===== config.mk =====
export PLATFORM = sky130hd
export DESIGN_NAME = cam_burst_writer_flat
export DESIGN_NICKNAME = d
export VERILOG_FILES = /design/src/rtl/cam_burst_writer_if.sv /design/src/rtl/cam_burst_writer.sv /design/src/flat_wrapper.sv
export SDC_FILE = /design/constraint.sdc
export NUM_CORES = 1
export LEC_CHECK = 0
export BUFFER_PORTS_ARGS = -buffer_cell sky130_fd_sc_hd__buf_2
export CORE_ASPECT_RATIO = 0.7
export CORE_MARGIN = 2
export CORE_UTILIZATION = 50
export CTS_CLUSTER_DIAMETER = 80
export DETAILED_ROUTE_END_ITERATION = 8
export PLACE_DENSITY = 0.86
export SYNTH_ARGS = -nofsm -noshare
export SYNTH_HDL_FRONTEND = slang
export SYNTH_SLANG_ARGS = --single-unit
export TNS_END_PERCENT = 1

===== constraint.sdc =====
create_clock -name fclk -period 2.9 [get_ports fclk]
set_input_delay 0.29 -clock fclk [delete_from_list [all_inputs] [get_ports fclk]]
set_output_delay 0.29 -clock fclk [all_outputs]
set_load 0.01 [all_outputs]

===== src/rtl/cam_burst_writer_if.sv =====
// AXI3 write-channel bundle between the camera burst writer (master) and the
// HP port / memory slave.
interface cam_burst_writer_if #(
    parameter int ADDR_W = 32
);
    logic [ADDR_W-1:0] awaddr;
    logic [3:0]        awlen;
    logic              awvalid;
    logic              awready;
    logic [63:0]       wdata;
    logic [7:0]        wstrb;
    logic              wlast;
    logic              wvalid;
    logic              wready;
    logic [1:0]        bresp;
    logic              bvalid;
    logic              bready;

    modport master (
        output awaddr, awlen, awvalid,
        input  awready,
        output wdata, wstrb, wlast, wvalid,
        input  wready,
        input  bresp, bvalid,
        output bready
    );

    modport slave (
        input  awaddr, awlen, awvalid,
        output awready,
        input  wdata, wstrb, wlast, wvalid,
        output wready,
        output bresp, bvalid,
        input  bready
    );
endinterface


===== src/rtl/cam_burst_writer.sv =====
// Writes the camera pixel stream into a circular DRAM frame buffer as fixed
// 16-beat AXI3 bursts, one burst outstanding, wrapping to base every frame.
module cam_burst_writer #(
    parameter int BURST_LEN = 16,
    parameter int ADDR_W    = 32
) (
    input  logic              fclk,
    input  logic              rst_n,
    input  logic [ADDR_W-1:0] cfg_base,
    input  logic [31:0]       cfg_frame_bytes,
    input  logic              cfg_start,
    input  logic              cfg_stop,
    input  logic [63:0]       sdata,
    input  logic              sdata_valid,
    input  logic              sdata_burst_valid,
    output logic              sdata_ready,
    cam_burst_writer_if.master axi,
    output logic              busy,
    output logic              frame_done,
    output logic [15:0]       frame_cnt,
    output logic              err
);
    localparam int                BEAT_W      = $clog2(BURST_LEN);
    localparam int                BURST_BYTES = BURST_LEN * 8;
    localparam int                ALIGN_W     = $clog2(BURST_BYTES);
    localparam logic [BEAT_W-1:0] LAST_BEAT   = BEAT_W'(BURST_LEN - 1);

    typedef enum logic [2:0] {
        S_IDLE,
        S_WAIT,
        S_ADDR,
        S_DATA,
        S_RESP
    } state_t;

    state_t            r_state;
    state_t            w_next;
    logic [ADDR_W-1:0] r_base;
    logic [ADDR_W-1:0] r_addr;
    logic [31:0]       r_frame_bytes;
    logic [31:0]       r_remaining;
    logic [BEAT_W-1:0] r_beat;
    logic [15:0]       r_frame_cnt;
    logic              r_err;
    logic              r_stop_pending;
    logic              r_frame_done;

    logic w_cfg_ok;
    logic w_wfire;
    logic w_bfire;
    logic w_last_burst;

    assign w_cfg_ok = (cfg_frame_bytes != '0)
                   && (cfg_frame_bytes[ALIGN_W-1:0] == '0)
                   && (cfg_base[ALIGN_W-1:0] == '0);

    assign w_wfire      = (r_state == S_DATA) && sdata_valid && axi.wready;
    assign w_bfire      = (r_state == S_RESP) && axi.bvalid;
    assign w_last_burst = (r_remaining == 32'(BURST_BYTES));

    // NOTE: state registers use non-blocking assignment so every flop samples
    // pre-edge values regardless of process ordering in simulation.
    always_ff @(posedge fclk or negedge rst_n) begin
        if (!rst_n) r_state <= S_IDLE;
        else        r_state <= w_next;
    end

    // NOTE: w_next gets its default before the case so no path leaves it
    // unassigned, which would otherwise infer a latch.
    always_comb begin
        w_next = r_state;
        case (r_state)
            S_IDLE: if (cfg_start && w_cfg_ok) w_next = S_WAIT;
            S_WAIT: begin
                if (cfg_stop)               w_next = S_IDLE;
                else if (sdata_burst_valid) w_next = S_ADDR;
            end
            S_ADDR: if (axi.awready) w_next = S_DATA;
            S_DATA: if (w_wfire && (r_beat == LAST_BEAT)) w_next = S_RESP;
            // A stop arriving together with the response still ends capture here.
            S_RESP: if (axi.bvalid) w_next = (r_stop_pending || cfg_stop) ? S_IDLE : S_WAIT;
            default: w_next = S_IDLE;
        endcase
    end

    always_ff @(posedge fclk or negedge rst_n) begin
        if (!rst_n) begin
            r_base         <= '0;
            r_addr         <= '0;
            r_frame_bytes  <= '0;
            r_remaining    <= '0;
            r_beat         <= '0;
            r_frame_cnt    <= '0;
            r_err          <= 1'b0;
            r_stop_pending <= 1'b0;
            r_frame_done   <= 1'b0;
        end else begin
            r_frame_done <= 1'b0;
            if (cfg_stop && (r_state inside {S_ADDR, S_DATA, S_RESP}))
                r_stop_pending <= 1'b1;

            case (r_state)
                S_IDLE: begin
                    if (cfg_start && w_cfg_ok) begin
                        r_base         <= cfg_base;
                        r_frame_bytes  <= cfg_frame_bytes;
                        r_addr         <= cfg_base;
                        r_remaining    <= cfg_frame_bytes;
                        r_err          <= 1'b0;
                        r_frame_cnt    <= '0;
                        r_stop_pending <= 1'b0;
                    end else if (cfg_start) begin
                        r_err <= 1'b1;
                    end
                end
                S_ADDR: if (axi.awready) r_beat <= '0;
                S_DATA: if (w_wfire) r_beat <= r_beat + BEAT_W'(1);
                S_RESP: begin
                    if (w_bfire) begin
                        if (axi.bresp != 2'b00) r_err <= 1'b1;
                        if (w_last_burst) begin
                            r_frame_done <= 1'b1;
                            r_frame_cnt  <= r_frame_cnt + 16'd1;
                            r_addr       <= r_base;
                            r_remaining  <= r_frame_bytes;
                        end else begin
                            r_addr      <= r_addr + ADDR_W'(BURST_BYTES);
                            r_remaining <= r_remaining - 32'(BURST_BYTES);
                        end
                    end
                end
                default: ;
            endcase
        end
    end

    // Address is only advanced in RESP, so it is stable for the whole ADDR phase.
    assign axi.awaddr   = r_addr;
    assign axi.awlen    = 4'(BURST_LEN - 1);
    assign axi.awvalid  = (r_state == S_ADDR);
    assign axi.wdata    = (r_state == S_DATA) ? sdata : '0;
    assign axi.wstrb    = 8'hFF;
    assign axi.wlast    = (r_state == S_DATA) && (r_beat == LAST_BEAT);
    assign axi.wvalid   = (r_state == S_DATA) && sdata_valid;
    assign axi.bready   = (r_state == S_RESP);
    assign sdata_ready  = (r_state == S_DATA) && axi.wready;

    assign busy       = (r_state != S_IDLE);
    assign frame_done = r_frame_done;
    assign frame_cnt  = r_frame_cnt;
    assign err        = r_err;
endmodule


===== src/flat_wrapper.sv =====
// flat-port wrapper written by rule: the top's interface ports become plain ports
module cam_burst_writer_flat 
#(
    parameter int BURST_LEN = 16,
    parameter int ADDR_W    = 32
)
  (fclk, rst_n, cfg_base, cfg_frame_bytes, cfg_start, cfg_stop, sdata, sdata_valid, sdata_burst_valid, sdata_ready, busy, frame_done, frame_cnt, err, axi_awaddr, axi_awlen, axi_awvalid, axi_awready, axi_wdata, axi_wstrb, axi_wlast, axi_wvalid, axi_wready, axi_bresp, axi_bvalid, axi_bready);
  cam_burst_writer_if #(.ADDR_W(ADDR_W)) axi_i ();
  input  logic fclk;
  input  logic rst_n;
  input  logic [ADDR_W-1:0] cfg_base;
  input  logic [31:0] cfg_frame_bytes;
  input  logic cfg_start;
  input  logic cfg_stop;
  input  logic [63:0] sdata;
  input  logic sdata_valid;
  input  logic sdata_burst_valid;
  output logic sdata_ready;
  output logic busy;
  output logic frame_done;
  output logic [15:0] frame_cnt;
  output logic err;
  output wire logic [$bits(axi_i.awaddr)-1:0] axi_awaddr;
  output wire logic [$bits(axi_i.awlen)-1:0] axi_awlen;
  output wire logic [$bits(axi_i.awvalid)-1:0] axi_awvalid;
  input wire logic [$bits(axi_i.awready)-1:0] axi_awready;
  output wire logic [$bits(axi_i.wdata)-1:0] axi_wdata;
  output wire logic [$bits(axi_i.wstrb)-1:0] axi_wstrb;
  output wire logic [$bits(axi_i.wlast)-1:0] axi_wlast;
  output wire logic [$bits(axi_i.wvalid)-1:0] axi_wvalid;
  input wire logic [$bits(axi_i.wready)-1:0] axi_wready;
  input wire logic [$bits(axi_i.bresp)-1:0] axi_bresp;
  input wire logic [$bits(axi_i.bvalid)-1:0] axi_bvalid;
  output wire logic [$bits(axi_i.bready)-1:0] axi_bready;
  assign axi_awaddr = axi_i.awaddr;
  assign axi_awlen = axi_i.awlen;
  assign axi_awvalid = axi_i.awvalid;
  assign axi_i.awready = axi_awready;
  assign axi_wdata = axi_i.wdata;
  assign axi_wstrb = axi_i.wstrb;
  assign axi_wlast = axi_i.wlast;
  assign axi_wvalid = axi_i.wvalid;
  assign axi_i.wready = axi_wready;
  assign axi_i.bresp = axi_bresp;
  assign axi_i.bvalid = axi_bvalid;
  assign axi_bready = axi_i.bready;
  cam_burst_writer #(.BURST_LEN(BURST_LEN), .ADDR_W(ADDR_W)) u_core (.fclk(fclk), .rst_n(rst_n), .cfg_base(cfg_base), .cfg_frame_bytes(cfg_frame_bytes), .cfg_start(cfg_start), .cfg_stop(cfg_stop), .sdata(sdata), .sdata_valid(sdata_valid), .sdata_burst_valid(sdata_burst_valid), .sdata_ready(sdata_ready), .axi(axi_i), .busy(busy), .frame_done(frame_done), .frame_cnt(frame_cnt), .err(err));
endmodule

==> results.sh <==
export IMPL_outcome="complete, no violations"
export IMPL_yosysUniqueCellTypes=65
export IMPL_fin_hold_ws_ps=65.6
export IMPL_synth_enable_flop_cells=0
export IMPL_vias_per_cell=5.97
export IMPL_drv_cap=0
export IMPL_critPathCaptureType="flip-flop"
export IMPL_synth_simple_area_share_pct=29.0
export IMPL_clock_sinks=154
export IMPL_synth_common_cells="nand2_1, dfrtp_1, and2_1"
export IMPL_io_pins=271
export IMPL_worstPathArrival_ps=3140
export IMPL_path_max_fanout=8
export IMPL_crit_required_ps=3240
export IMPL_insertedDiodeCount=0
export IMPL_num_rows=39
export IMPL_power_internal_mw=4.08
export IMPL_antenna_found_initial=0
export IMPL_p_seq_share_pct=39.5
export IMPL_yosysSeqAreaShare_pct=45.7
export IMPL_cts_tree="built"
export IMPL_drt_pass1_iterations=6
export IMPL_synthXorXnorAreaFrac_pct=2.18
export IMPL_p_comb_share_pct=27.1
export IMPL_yosysTopAreaCell="dfrtp_1"
export IMPL_syn_area_per_cell_um2=8.43
export IMPL_cts_root_buf="clkbuf_16"
export IMPL_die_x_um=159
export IMPL_ys_seq_elements=154
export IMPL_cts_path_max_buffers=2
export IMPL_track_usage_pct=31.3
export IMPL_drc=0
export IMPL_dieArea_um2=17900
export IMPL_tns_ps=0
export IMPL_grt_pass1_vias=8372
export IMPL_layout_drive_gt1_share_pct=27.3
export IMPL_skew_ps=10.9
export IMPL_area_delta_synth_final_pct=26.4
export IMPL_rsz0062_at_grt="false"
export IMPL_synth_compound_area_share_pct=17.4
export IMPL_cts_made_buffers=17
export IMPL_synth_async_reset_ratio_pct=100
export IMPL_ys_flop_type="dfrtp_1"
export IMPL_ant_nets=0
export IMPL_power_share_clock_pct=33.4
export IMPL_finalPower_mw=6.08
export IMPL_start_util_pct=51.4
export IMPL_clk_pin_slew_ps=70
export IMPL_start_kind="flip-flop"
export IMPL_grt_max_degree=69
export IMPL_synthAdderAreaFrac_pct=0.593
export IMPL_placed_area_um2=10100
export IMPL_yosys_cell_count_top_type="nand2_1"
export IMPL_cellPowerDensity_nw_per_um2=570
export IMPL_post_place_ws_ps=74.6
export IMPL_hold_path_class="input port to flip-flop"
export IMPL_yosysWarnings=0
export IMPL_synthMuxAreaShare_pct=0.252
export IMPL_htreeDepth=4
export IMPL_seq_area_um2=3850
export IMPL_dp_final_hpwl_um=20600
export IMPL_p_sw_mw=2.00
export IMPL_wl_um=28500
export IMPL_hold_viol_final=0
export IMPL_peakVddDrop_mv=0.447
export IMPL_core_area_um2=16400
export IMPL_clkLatencyLatePin_ps=420
export IMPL_initialDrtViolationCount=916
export IMPL_fillers=1378
export IMPL_crit_type="flip-flop to flip-flop"
export IMPL_layout_setup_ws_ps=95.2
export IMPL_fin_area_um2=10700
export IMPL_grt_pass1_wl_um=44500
export IMPL_numPortBuffers=258
export IMPL_drv_slew=0
export IMPL_synth_area_leaders="dfrtp_1, nand2_1, and2_1"
export IMPL_fin_crit_sh_pct=96.7
export IMPL_timing_fmax_mhz=357
export IMPL_synth_top_area_share_pct=45.7
export IMPL_leakage_nw=5.35
export IMPL_gp_congestion=0.947
export IMPL_sw_frac_of_total_pct=32.9
export IMPL_post_cts_buffers=0
export IMPL_multi_input_area_um2=4240
export IMPL_chipHeight_um=113
export IMPL_syn_inst=1001
export IMPL_syn_area_um2=8430
export IMPL_wire_per_inst_um=19.1
export IMPL_globalRouteOverflowTotal=0
export IMPL_final_nets=1398
export IMPL_fin_crit_ps=2800
export IMPL_worst_pin_slew_ps=748
export IMPL_setup_viol=0
export IMPL_synth_top_family_by_area="simple AND/OR/NAND/NOR gates"
export IMPL_vias=8905
export IMPL_max_slew_margin_pct=49.7
-- flip-flops by register name, summed over array words and instances, names as in the netlist --
signal	cells
u_core.r_beat	4
u_core.r_remaining	32
u_core.r_frame_bytes	32
u_core.axi.awaddr	32
u_core.err	1
u_core.r_stop_pending	1
u_core.frame_done	1
u_core.r_base	32
u_core.r_state	3
u_core.frame_cnt	16
-- per-layer routing --
layer / wire length [µm] / global-route usage [%]
met1: 11700 / 43.7
met2: 12600 / 46.3
met3: 3260 / 8.80
met4: 959 / 12.7
met5: 0 / 0
-- metrics by stage --
step	cells	utilization, %
2_1_floorplan	1012	-
3_3_place_gp	1460	61.7
3_5_place_dp	1460	61.7
4_1_cts	1492	65.0
5_1_grt	1492	65.0
6_report	1492	65.0
-- power groups by stage --
stage               Combinational (mW)  Clock [mW]  Sequential [mW]
floorplan                        0.871           0             2.41
global placement                  1.61           0             2.43
detailed placement                1.62           0             2.43
CTS                               1.64        2.03             2.39
global route                      1.79        2.15             2.42
finish                            1.65        2.03             2.40
-- worst paths after layout --
check / start / to / slack (ps) / cells after the start
max: u_core.r_remaining[26] / u_core.frame_cnt[13] / 100 / 6
min: cfg_base[23] / u_core.r_base[23] / 70 / 3
max reg2reg: u_core.r_remaining[26] / u_core.frame_cnt[13] / 100 / 6
min reg2reg: u_core.r_frame_bytes[7] / u_core.r_frame_bytes[7] / 480 / 2
max in group asynchronous: rst_n / u_core.r_frame_bytes[13] / 1620 / 3
min in group asynchronous: rst_n / u_core.r_base[13] / 420 / 2
-- final cells by class --
| type | instances | area share [%] |
|---|---|---|
| Clock inverter | 10 | 0.669 |
| Inverter | 13 | 0.458 |
| Timing Repair Buffer | 302 | 16.0 |
| Clock buffer | 21 | 4.32 |
| Multi-Input combinational cell | 767 | 39.8 |
| Tap cell | 225 | 2.64 |
| Sequential cell | 154 | 36.1 |
-- logic make-up after synthesis --
kind of cell / Yosys count
simple gates: 500
compound gates: 228
flops: 154
buf+inv: 91
xor+xnor: 21
fa+ha+maj: 4
mux: 2
other cells: 1
-- critical path, stage by stage (launching register included) --
cell,delay (ps)
dfrtp_1,420
or4_1,540
or4_4,480
o31ai_4,440
nand3_2,200
or4_1,530
o21ai_1,110
-- placed cells by master (no fill, tap or decap), types with 14 or more instances in the layout --
| cell type | Yosys | routed |
|---|---|---|
| nor2_1 | 54 | 54 |
| o21ai_1 | 17 | 17 |
| a21oi_1 | 43 | 43 |
| a211oi_1 | 14 | 14 |
| o211ai_1 | 16 | 16 |
| a31oi_1 | 14 | 14 |
| nor3_1 | 28 | 27 |
| dfrtp_1 | 154 | 154 |
| o21ai_0 | 60 | 60 |
| buf_4 | 13 | 37 |
| buf_2 | 10 | 257 |
| nand2_1 | 209 | 208 |
| a22o_1 | 19 | 19 |
| nand3_1 | 35 | 34 |
| and2_1 | 83 | 82 |
| and3_1 | 16 | 16 |
| clkbuf_16 | 0 | 17 |
| nor4_1 | 22 | 22 |
-- repair_timing --
item                                    CTS  global route
endpoints found under the setup margin    0             6
hold buffers                              1             0
resized for setup                         0             1
hold endpoints to repair                 63             0
No activity file was read; power rests on OpenSTA's default activity.
